--- src/rtl/write_fsm_if.sv ---
// Handshake/data bundle between TOP, the write sequencer, the write driver and the sense amp.
// slave modport is the sequencer's view; master is the TOP/array side.
interface write_fsm_if #(
    parameter int AW = 21,
    parameter int DW = 9
);
    logic          sys_en;
    logic          mode;
    logic          wren;
    logic [AW-1:0] init_addr;
    logic [DW-1:0] data_in;
    logic          write_finish;
    logic          read_finish;
    logic [DW-1:0] SA_out;
    logic          request;
    logic          WD_en;
    logic [DW-1:0] WD_data;
    logic [AW-1:0] address;
    logic [AW-1:0] out_addr;
    logic          SA_en;
    logic          wr_err;

    modport slave (
        input  sys_en, mode, wren, init_addr, data_in, write_finish, read_finish, SA_out,
        output request, WD_en, WD_data, address, out_addr, SA_en, wr_err
    );

    modport master (
        output sys_en, mode, wren, init_addr, data_in, write_finish, read_finish, SA_out,
        input  request, WD_en, WD_data, address, out_addr, SA_en, wr_err
    );
endinterface

--- src/rtl/write_fsm.sv ---
// Write-side sequencer for the NMC array: takes words from TOP, pulses the write driver, steps the address.
// Optional SA read-back verify with retry is enabled by defining WRITE_VERIFY_EN.
module write_fsm #(
    parameter int AW        = 21,
    parameter int DW        = 9,
    parameter int PULSE_MAX = 64,
    parameter int MAX_RETRY = 3
) (
    input  logic       sys_clk_i,
    input  logic       rst_i,
    write_fsm_if.slave bus
);
    localparam int CW = (PULSE_MAX > 2) ? $clog2(PULSE_MAX) : 1;

    typedef enum logic [2:0] {
        IDLE, WAIT, PROG, VERIFY, CMP, ADDR, DELAY
    } state_t;

    state_t        state_q;
    logic          request_q;
    logic          wd_en_q;
    logic [DW-1:0] wd_data_q;
    logic [AW-1:0] addr_q;
    logic [AW-1:0] out_addr_q;
    logic          wr_err_q;
    logic [CW-1:0] pulse_q;
    logic [DW-1:0] wd_data_d;
    logic [AW-1:0] addr_d;

    // Column mode stores only the upper bits; bit 0 of every column word is forced low.
    assign wd_data_d = bus.mode ? {bus.data_in[DW-1:1], 1'b0} : bus.data_in;
    assign addr_d    = addr_q + (bus.mode ? AW'(128) : AW'(1));

`ifdef WRITE_VERIFY_EN
    localparam int RW = $clog2(MAX_RETRY + 1);
    logic          sa_en_q;
    logic          col_q;
    logic [RW-1:0] retry_q;
    logic [DW-1:0] sa_cmp;

    assign sa_cmp    = col_q ? {bus.SA_out[DW-1:1], 1'b0} : bus.SA_out;
    assign bus.SA_en = sa_en_q;
`else
    logic unused_verify;
    assign unused_verify = ^{bus.read_finish, bus.SA_out};
    assign bus.SA_en     = 1'b0;
`endif

    always_ff @(posedge sys_clk_i) begin
        if (rst_i) begin
            state_q    <= IDLE;
            request_q  <= 1'b0;
            wd_en_q    <= 1'b0;
            wd_data_q  <= '0;
            addr_q     <= '0;
            out_addr_q <= '0;
            wr_err_q   <= 1'b0;
            pulse_q    <= '0;
`ifdef WRITE_VERIFY_EN
            sa_en_q    <= 1'b0;
            col_q      <= 1'b0;
            retry_q    <= '0;
`endif
        end else if (!bus.sys_en && state_q != IDLE) begin
            // Abort: the in-flight word is dropped, address reloads.
            state_q   <= IDLE;
            request_q <= 1'b0;
            wd_en_q   <= 1'b0;
            addr_q    <= bus.init_addr;
`ifdef WRITE_VERIFY_EN
            sa_en_q   <= 1'b0;
`endif
        end else begin
            case (state_q)
                IDLE: begin
                    addr_q    <= bus.init_addr;
                    wr_err_q  <= 1'b0;
                    request_q <= 1'b0;
                    wd_en_q   <= 1'b0;
                    if (bus.sys_en) begin
                        state_q   <= WAIT;
                        request_q <= 1'b1;
                    end
                end
                WAIT: begin
                    if (bus.wren) begin
                        wd_data_q  <= wd_data_d;
                        out_addr_q <= addr_q;
                        request_q  <= 1'b0;
                        wd_en_q    <= 1'b1;
                        pulse_q    <= '0;
                        state_q    <= PROG;
`ifdef WRITE_VERIFY_EN
                        col_q      <= bus.mode;
                        retry_q    <= '0;
`endif
                    end
                end
                PROG: begin
                    if (bus.write_finish) begin
                        wd_en_q <= 1'b0;
`ifdef WRITE_VERIFY_EN
                        sa_en_q <= 1'b1;
                        state_q <= VERIFY;
`else
                        state_q <= ADDR;
`endif
                    end else if (pulse_q == CW'(PULSE_MAX - 1)) begin
                        wd_en_q  <= 1'b0;
                        wr_err_q <= 1'b1;
                        state_q  <= ADDR;
                    end else begin
                        pulse_q <= pulse_q + 1'b1;
                    end
                end
`ifdef WRITE_VERIFY_EN
                VERIFY: begin
                    if (bus.read_finish) begin
                        sa_en_q <= 1'b0;
                        state_q <= CMP;
                    end
                end
                CMP: begin
                    if (sa_cmp == wd_data_q) begin
                        state_q <= ADDR;
                    end else if (retry_q != RW'(MAX_RETRY)) begin
                        retry_q <= retry_q + 1'b1;
                        pulse_q <= '0;
                        wd_en_q <= 1'b1;
                        state_q <= PROG;
                    end else begin
                        wr_err_q <= 1'b1;
                        state_q  <= ADDR;
                    end
                end
`endif
                ADDR: begin
                    addr_q  <= addr_d;
                    state_q <= DELAY;
                end
                DELAY: begin
                    request_q <= 1'b1;
                    state_q   <= WAIT;
                end
                default: state_q <= IDLE;
            endcase
        end
    end

    assign bus.request  = request_q;
    assign bus.WD_en    = wd_en_q;
    assign bus.WD_data  = wd_data_q;
    assign bus.address  = addr_q;
    assign bus.out_addr = out_addr_q;
    assign bus.wr_err   = wr_err_q;
endmodule

--- src/flat_wrapper.sv ---
// flat-port wrapper written by rule: the top's interface ports become plain ports
module write_fsm_flat 
#(
    parameter int AW        = 21,
    parameter int DW        = 9,
    parameter int PULSE_MAX = 64,
    parameter int MAX_RETRY = 3
)
  (sys_clk_i, rst_i, bus_sys_en, bus_mode, bus_wren, bus_init_addr, bus_data_in, bus_write_finish, bus_read_finish, bus_SA_out, bus_request, bus_WD_en, bus_WD_data, bus_address, bus_out_addr, bus_SA_en, bus_wr_err);
  write_fsm_if #(.AW(AW), .DW(DW)) bus_i ();
  input  logic sys_clk_i;
  input  logic rst_i;
  input wire logic [$bits(bus_i.sys_en)-1:0] bus_sys_en;
  input wire logic [$bits(bus_i.mode)-1:0] bus_mode;
  input wire logic [$bits(bus_i.wren)-1:0] bus_wren;
  input wire logic [$bits(bus_i.init_addr)-1:0] bus_init_addr;
  input wire logic [$bits(bus_i.data_in)-1:0] bus_data_in;
  input wire logic [$bits(bus_i.write_finish)-1:0] bus_write_finish;
  input wire logic [$bits(bus_i.read_finish)-1:0] bus_read_finish;
  input wire logic [$bits(bus_i.SA_out)-1:0] bus_SA_out;
  output wire logic [$bits(bus_i.request)-1:0] bus_request;
  output wire logic [$bits(bus_i.WD_en)-1:0] bus_WD_en;
  output wire logic [$bits(bus_i.WD_data)-1:0] bus_WD_data;
  output wire logic [$bits(bus_i.address)-1:0] bus_address;
  output wire logic [$bits(bus_i.out_addr)-1:0] bus_out_addr;
  output wire logic [$bits(bus_i.SA_en)-1:0] bus_SA_en;
  output wire logic [$bits(bus_i.wr_err)-1:0] bus_wr_err;
  assign bus_i.sys_en = bus_sys_en;
  assign bus_i.mode = bus_mode;
  assign bus_i.wren = bus_wren;
  assign bus_i.init_addr = bus_init_addr;
  assign bus_i.data_in = bus_data_in;
  assign bus_i.write_finish = bus_write_finish;
  assign bus_i.read_finish = bus_read_finish;
  assign bus_i.SA_out = bus_SA_out;
  assign bus_request = bus_i.request;
  assign bus_WD_en = bus_i.WD_en;
  assign bus_WD_data = bus_i.WD_data;
  assign bus_address = bus_i.address;
  assign bus_out_addr = bus_i.out_addr;
  assign bus_SA_en = bus_i.SA_en;
  assign bus_wr_err = bus_i.wr_err;
  write_fsm #(.AW(AW), .DW(DW), .PULSE_MAX(PULSE_MAX), .MAX_RETRY(MAX_RETRY)) u_core (.sys_clk_i(sys_clk_i), .rst_i(rst_i), .bus(bus_i));
endmodule
--- config.mk ---
export PLATFORM = sky130hd
export DESIGN_NAME = write_fsm_flat
export DESIGN_NICKNAME = d
export VERILOG_FILES = /design/src/rtl/write_fsm_if.sv /design/src/rtl/write_fsm.sv /design/src/flat_wrapper.sv
export SDC_FILE = /design/constraint.sdc
export NUM_CORES = 1
export LEC_CHECK = 0
export CAP_MARGIN = 20
export CORE_ASPECT_RATIO = 0.75
export CORE_MARGIN = 5
export CORE_UTILIZATION = 45
export DETAILED_ROUTE_END_ITERATION = 10
export DONT_BUFFER_PORTS = 1
export PLACE_DENSITY = 0.71
export SKIP_CTS_REPAIR_TIMING = 1
export SYNTH_ARGS = -nofsm -noshare
export SYNTH_HDL_FRONTEND = slang
export SYNTH_SLANG_ARGS = --single-unit
--- constraint.sdc ---
create_clock -name sys_clk_i -period 6.46 [get_ports sys_clk_i]
set_clock_uncertainty 0.15 [all_clocks]
set_input_delay 1.938 -clock sys_clk_i [delete_from_list [all_inputs] [get_ports sys_clk_i]]
set_output_delay 1.938 -clock sys_clk_i [all_outputs]
set_load 0.03 [all_outputs]
After elaboration in Yosys (flattened, before gate mapping)
Index checks and enable logic that the tools add are counted.
{ "totals": {"in_bits": 46, "regBits": 63, "word_cells": 61, "output_inout_bits": 55} }
{ "classes": {"add_sub_neg": 2, "n_eq_ne": 11, "bitwise": 1, "n_reduce_logical": 16, "mux": 23} }
{ "op_table": {"columns": ["cell", "count"], "rows": [
  ["$pmux W21 S2", 1],
  ["$add A21 B21 Y21", 1],
  ["$mux W21", 1],
  ["$mux W6", 3],
  ["$pmux W3 S5", 1],
  ["$mux W3", 4],
  ["$pmux W6 S2", 1],
  ["$reduce_bool A3 Y1", 4],
  ["$reduce_and A3 Y1", 3],
  ["$mux W1", 8],
  ["$mux W8", 1],
  ["$ne A2 B2 Y1 const B", 4],
  ["$add A6 B1 Y6 const B", 1],
  ["$eq A3 B3 Y1 const B", 2],
  ["$eq A6 B6 Y1 const B", 1],
  ["$pmux W1 S3", 2],
  ["$reduce_and A5 Y1", 1],
  ["$reduce_and A4 Y1", 1],
  ["$reduce_bool A2 Y1", 2],
  ["$eq A3 B1 Y1 const B", 1],
  ["$eq A3 B2 Y1 const B", 1],
  ["$logic_not A3 Y1", 1],
  ["$ne A3 B2 Y1 const B", 1],
  ["$ne A2 B1 Y1 const B", 1],
  ["other kinds (6)", 6]
]} }

Longest topological paths before layout
{ "logic_depth": {"depth_word": 4, "ltp_mapped": 9} }

Worst setup path before layout
OpenSTA, ideal clock, no wires.
{ "synth_timing": {"path_kind": "input to register", "start": "input port bus_mode", "end": "register u_core.addr_q[14], in the netlist u_core.bus.address[14]", "arrival_time_ps": 3357, "setup_time_ps": 79, "setup_slack_ps": 2875, "stages": 9, "required_ps": 6231, "path_cell_list": "inv_1 > ha_1 > ha_1 > and4_4 > a21o_4 > buf_8 > nand3_2 > or4_1 > o211ai_1"} }
{ "synth_between": {"elab_chain_cells": 4} }
{ "synth_rtl": {"columns": ["item", "line_no", "text"], "rows": [
  ["start: declaration", "flat_wrapper.sv:14", "input wire logic [$bits(bus_i.mode)-1:0] bus_mode;"],
  ["$mux W8", "write_fsm.sv:32", "assign addr_d = addr_q + (bus.mode ? AW'(128) : AW'(1));"],
  ["$add A21 B21 Y21", "write_fsm.sv:32", null],
  ["$pmux W21 S2", "write_fsm.sv:74", "case (state_q)"],
  ["$mux W21", "write_fsm.sv:64", "end else if (!bus.sys_en && state_q != IDLE) begin"],
  ["end signal: assignment", "write_fsm.sv:69", "addr_q <= bus.init_addr;"],
  ["end signal: assignment", "write_fsm.sv:76", "addr_q <= bus.init_addr;"],
  ["end signal: assignment", "write_fsm.sv:138", "addr_q <= addr_d;"],
  ["end: declaration", "write_fsm.sv:23", "logic [AW-1:0] addr_q;"]
]} }
No other way between the ends.
A chain may end at the register's enable or synchronous reset.

Worst setup path after layout
{ "layout_timing": {"start": "input port bus_sys_en", "end": "register u_core.addr_q[18], in the netlist u_core.bus.address[18]"} }
{ "layout_between": {"elab_chain_cells": 3} }
{ "layout_rtl": {"columns": ["item", "line_no", "text"], "rows": [
  ["start: declaration", "flat_wrapper.sv:13", "input wire logic [$bits(bus_i.sys_en)-1:0] bus_sys_en;"],
  ["$logic_not A1 Y1 (*)", "write_fsm.sv:64", null],
  ["$logic_and A1 B1 Y1 (*)", "write_fsm.sv:64", null],
  ["$reduce_bool A3 Y1 (no line) / $mux W21 (equally long branches)", null, null]
]} }
Mark *: on every way between the ends. The rest lies on a longest branch, timed or not.

==> flow_summary.json <==
{
  "final_max_slew_viol_count": 0,
  "seq_power_share_pct": 51.8,
  "irDropWorstVdd_mv": 0.123,
  "syn_nets": 439,
  "dieHeight_um": 81.4,
  "clkLatencyLatePin_ps": 340,
  "ys.flop_type": "dfxtp_1",
  "grt_pass1_vias": 2454,
  "p_sw_w": 0.000236,
  "fmax_mhz": 288,
  "numClockSinks": 63,
  "core_um2": 6700,
  "ant_nets": 0,
  "dieArea_um2": 8560,
  "hold_violations": 0,
  "rows": 26,
  "post-route-min-period_ps": 3480,
  "area_growth_pct": 6.67,
  "drtIter0Drc": 159,
  "ys_seq_elements": 63,
  "gp_congestion": 0.828,
  "dp_hpwl_mm": 5.57,
  "comb_power_share_pct": 6.0,
  "rsz0062_at_grt": "false",
  "port_buffers": 0,
  "synth_seq_area_share_pct": 41.2,
  "p_int_w": 0.000642,
  "syn_inst": 389,
  "drive_above_1_share_pct": 6.86,
  "root_buffer": "clkbuf_8",
  "hold_class": "flip-flop to flip-flop",
  "ys_types": 60,
  "clockBufferDepth": 2,
  "synth_area_per_cell_um2": 7.86,
  "drt-wirelength-per-cell_um": 17.5,
  "hold_ws_ps": 356,
  "worst_ep_required_time_ps": 6580,
  "cp_data_arrival_time_ps": 3590,
  "cts.htree.levels": 3,
  "drc_errors": 0,
  "start_util_pct": 45.6,
  "async_reset_ff_share_pct": 0,
  "synth_edf_count": 0,
  "clockPowerShare_pct": 42.2,
  "nets": 424,
  "die_w_um": 105,
  "power.leakage_nw": 1.15,
  "critPathMaxStageDelay_ps": 770,
  "vias_per_cell": 5.95,
  "cp-start-kind": "input pin",
  "vias": 2756,
  "cts_buffers": 9,
  "worst_slew_pin_slew_ps": 930,
  "synth_warnings": 0,
  "setup_viol": 0,
  "relSlewSlack_pct": 37.7,
  "n_antenna_cell": 0,
  "slowest_stage": "or4_1",
  "cts_tree": "built",
  "grt_pass1_wl_mm": 12.9,
  "period_share_pct": 53.8,
  "antenna_found_initial": 0,
  "io_pins": 101,
  "clk_pin_slew_ps": 70,
  "pwr_density_cell_nw_per_um2": 269,
  "grt_max_degree": 57,
  "swShare_pct": 26.9,
  "worst_setup_path_end_kind": "flip-flop",
  "cp_max_fo": 24,
  "crit_path_cell_trace": "nand4b_1 -> or4_1 -> a31oi_1",
  "num-fill-cells": 656,
  "synth_area_um2": 3060,
  "grt.overflow.total": 0,
  "first_pass_iters": 5,
  "totalWireLength_mm": 8.12,
  "maxCapViolCount": 0,
  "status": "finished, final reports clean",
  "grt_usage_pct": 18.9,
  "tns_ps": 0,
  "setup.worst_path.class": "input pin to flip-flop"
}
-- kinds of logic (layout without fill, tap and decap cells) --
logic type / Yosys count / in the layout / share of synthesized area (%)
other: 1 / 1 / 0.123
multiplexers: 2 / 2 / 0.655
flip-flops: 63 / 63 / 41.2
XOR/XNOR: 7 / 7 / 2.00
buffers and inverters: 32 / 22 / 4.95
AO/OA/AOI/OAI: 111 / 111 / 22.9
AND/OR/NAND/NOR: 169 / 169 / 26.5
adder cells (fa/ha/maj): 4 / 4 / 1.64
-- worst paths after layout --
path,from,to,slack [ps],depth (start not counted)
worst max-delay path,bus_sys_en,u_core.bus.address[18],2980,3
worst min register to register,u_core.pulse_q[1],u_core.pulse_q[1],360,2
worst max register to register,u_core.state_q[2],u_core.bus.address[18],3720,3
worst min-delay path,u_core.pulse_q[1],u_core.pulse_q[1],360,2
-- cell usage after synthesis (all sizes together), types with 5 or more instances --
cell	number	area share (%)
nand3	14	2.6
nor3	12	2.0
nand4	6	1.2
and3	8	1.6
nor2	28	3.7
a21oi	51	8.3
o211ai	5	1.4
clkbuf	15	1.9
dfxtp	63	41
buf	13	2.6
o21ai	17	2.9
nand2	78	9.6
xnor2	5	1.4
-- metrics by stage --
stage | instance area [um^2] | worst slack [ps] | std cells | power [W] | util [%]
final | 3260 | 2980 | 463 | 0.000877 | 48.7
after global routing | 3260 | 2820 | 463 | 0.000917 | 48.7
after CTS | 3250 | 2990 | 462 | 0.000885 | 48.5
after detailed placement | 3030 | 2640 | 446 | 0.000515 | 45.3
after global placement | 3030 | 2670 | 446 | 0.000513 | 45.3
after floorplan | 3060 | 2870 | 389 | 0.000506 | -
-- area by class of cell --
class	instances	area, um^2	area share [%]
Clock buffer	10	128	3.91
Clock inverter	6	85.1	2.61
Inverter	4	15.0	0.460
Multi-Input combinational cell	294	1650	50.4
Sequential cell	63	1260	38.7
Tap cell	84	105	3.22
Timing Repair Buffer	2	22.5	0.690
-- cells in the final DEF (no fill, tap or decap), types with 3 or more instances in the layout --
cell | synthesis | final
xnor2_1 | 5 | 5
nand4_1 | 6 | 6
and3_1 | 8 | 8
dfxtp_1 | 63 | 63
nor2b_1 | 4 | 4
nor3_1 | 12 | 12
a21oi_1 | 51 | 51
o21ai_0 | 7 | 7
nand2_1 | 78 | 78
a22oi_1 | 3 | 3
nand2b_1 | 4 | 4
nand3_1 | 12 | 12
nor2_1 | 27 | 27
clkbuf_8 | 0 | 9
ha_1 | 4 | 4
a211oi_1 | 3 | 3
a32oi_1 | 3 | 3
inv_1 | 4 | 4
o211ai_1 | 4 | 4
o21a_1 | 3 | 3
nor3b_1 | 3 | 3
a31oi_1 | 4 | 4
o21ai_1 | 9 | 9
-- power groups by stage --
stage / clock network (W) / logic [W] / registers, W
finish: 0.000370 / 0.0000530 / 0.000454
global placement: 0 / 0.0000505 / 0.000462
floorplan: 0 / 0.0000540 / 0.000452
detailed placement: 0 / 0.0000521 / 0.000463
CTS: 0.000379 / 0.0000523 / 0.000454
global route: 0.000400 / 0.0000604 / 0.000457
-- sequential cells by signal, summed over array words and instances (netlist names) --
signal               count
u_core.bus.wr_err        1
u_core.bus.WD_en         1
u_core.state_q           3
u_core.bus.address      21
u_core.pulse_q           6
u_core.bus.WD_data       9
u_core.bus.request       1
u_core.bus.out_addr     21
-- worst max-delay path: cells and delay by family --
kind / cells / cell delay (ps)
and+or+nand+nor: 2 / 1480
AOI/OAI and AO/OA: 1 / 170
-- per-layer routing --
layer / vias to the layer above / global-route usage [%] / wire (um) / share of wire, %
met4: 0 / 4.73 / 81 / 1.0
met3: 9 / 9.53 / 818 / 10
met2: 93 / 27.6 / 3600 / 44
met5: - / 0 / 0 / 0
met1: 1298 / 24.9 / 3620 / 45
li1: 1356 / - / - / -
(Power assumes the default switching activity.)
==> RTL edit, RTL diff (same settings) <==
`AW` is set to 21 in 3 places; all go to 42.
--- a/src/rtl/write_fsm_if.sv
+++ b/src/rtl/write_fsm_if.sv
@@ -2,5 +2,5 @@
 // slave modport is the sequencer's view; master is the TOP/array side.
 interface write_fsm_if #(
-    parameter int AW = 21,
+    parameter int AW = 42,
     parameter int DW = 9
 );
--- a/src/rtl/write_fsm.sv
+++ b/src/rtl/write_fsm.sv
@@ -2,5 +2,5 @@
 // Optional SA read-back verify with retry is enabled by defining WRITE_VERIFY_EN.
 module write_fsm #(
-    parameter int AW        = 21,
+    parameter int AW        = 42,
     parameter int DW        = 9,
     parameter int PULSE_MAX = 64,
--- a/src/flat_wrapper.sv
+++ b/src/flat_wrapper.sv
@@ -2,5 +2,5 @@
 module write_fsm_flat 
 #(
-    parameter int AW        = 21,
+    parameter int AW        = 42,
     parameter int DW        = 9,
     parameter int PULSE_MAX = 64,
Ports: changed (resized bus_address, bus_init_addr and bus_out_addr); port bits go from 101 to 164. No check against the original RTL was run, so the function may have changed too.
==> RTL edit against the unedited design <==
Largest power group unchanged; sequential cell count rose by 42; synthesized area rose by 68%; setup slack got worse by 440 ps; wire length rose by 91%; total power rose by 68%; first-iteration DRC count rose by 140%; cell area rose by 68%; register-to-register slack got worse by 280 ps; via count rose by 71%.
==> RTL edit: results (changes against the unedited design) <==
- Status: complete, no violations (unchanged)
- Largest net degree at the start of global routing: 87 (was 57)
- Root buf cell: clkbuf_16 (was clkbuf_8)
- Lkg Pwr: 1.825 nW (was 1.146 nW)
- DP Worst Slack: 2186 ps (was 2642 ps)
- Post-Synth Adder-Cell Area: 0.9747% (was 1.637%)
- Top cells by area, synth: dfxtp_1, nand2_1, a21oi_1, nor2_1, clkbuf_1 (was dfxtp_1, nand2_1, a21oi_1, nor2_1, nand3_1)
- Avg Inst Size Synth: 7.876 um^2 (was 7.861 um^2)
- Sequential area share after synthesis: 40.94% (was 41.24%)
- Slew @ Worst Pin: 1005 ps (was 930.3 ps)
- Fraction of layout cells with a size suffix above 1: 5.618% (was 6.860%)
- Non-Filler Instances: 763 (was 463)
- Gr usage total: 22.27% (was 18.94%)
- Placed Instances: 747 (was 446)
- Post-synth cell types: 69 (was 60)
- Worst path max stage delay: 590 ps (was 770 ps)
- Dpl hpwl: 10.78 mm (was 5.573 mm)
- Synthesized net count: 723 (was 439)
- Fin nets: 690 (was 424)
- DRT Wirelength: 15.49 mm (was 8.118 mm)
- Global placement routability congestion: 0.8503 (was 0.8282)
- Drt pass-1 iters: 6 (was 5)
- Xor/xnor cell area share of the yosys netlist: 2.900% (was 2.005%)
- CP max-delay cell: nand4b_1 (was or4_1)
- Peak supply drop: 120.9 uV (was 123.0 uV)
- R2R Setup Slk: 3440 ps (was 3720 ps)
- Initial antenna violation count: 1 (was 0)
==> RTL edit: stage by stage <==
stage          cell area (um^2)  hold WS (ps)
2_1_floorplan              5135         310.4
3_3_place_gp               5126         315.4
3_5_place_dp               5126         322.1
4_1_cts                    5438         331.1
5_1_grt                    5465         368.1
6_report                   5465         327.9
==> RTL edit: how the worst max path moves through the flow <==
stage	end	cells past startpoint	slack (ps)
floorplan	u_core.bus.address[32]	7	2880
global placement	u_core.bus.address[21]	5	2210
detailed placement	u_core.bus.address[21]	5	2190
CTS	u_core.bus.address[21]	5	2550
global route	u_core.bus.address[32]	5	2290
finish	u_core.bus.address[21]	5	2540
==> RTL edit: cell families (layout without fill, tap and decap cells) <==
logic type | after synthesis | in the layout
AOI/OAI and AO/OA | 178 | 178
xor gates and xnor gates | 17 | 17
adders and majority gates | 4 | 4
buffers and inverters | 57 | 28
DFF | 105 | 105
muxes | 3 | 3
other | 1 | 1
and+or+nand+nor | 287 | 287
==> RTL edit: area by class of cell <==
| class | instances | area, um^2 |
|---|---|---|
| multi-input cells | 490 | 2785 |
| fillers | 1071 | 5600 |
| clock inverters | 3 | 65.06 |
| well taps | 140 | 175.2 |
| inverters | 7 | 26.28 |
| flip-flops and latches | 105 | 2102 |
| repair buffers | 6 | 65.06 |
| clock buffers | 12 | 246.5 |
==> RTL edit: per-layer routing <==
metal  vias to the layer above  share of wire (%)  track usage [%]
met5                         -              0.045                0
met4                         2                1.4            6.482
met3                        16                 10            8.049
met2                       201                 46            36.39
met1                      2228                 43            28.11
li1                       2269                  -                -
==> RTL edit: report_power, final <==
part / switching [mW] / total (mW) / internal (mW)
Combinational: 0.0624 / 0.105 / 0.0428
Sequential: 0.104 / 0.780 / 0.675
Clock: 0.238 / 0.586 / 0.348
Total: 0.405 / 1.47 / 1.07
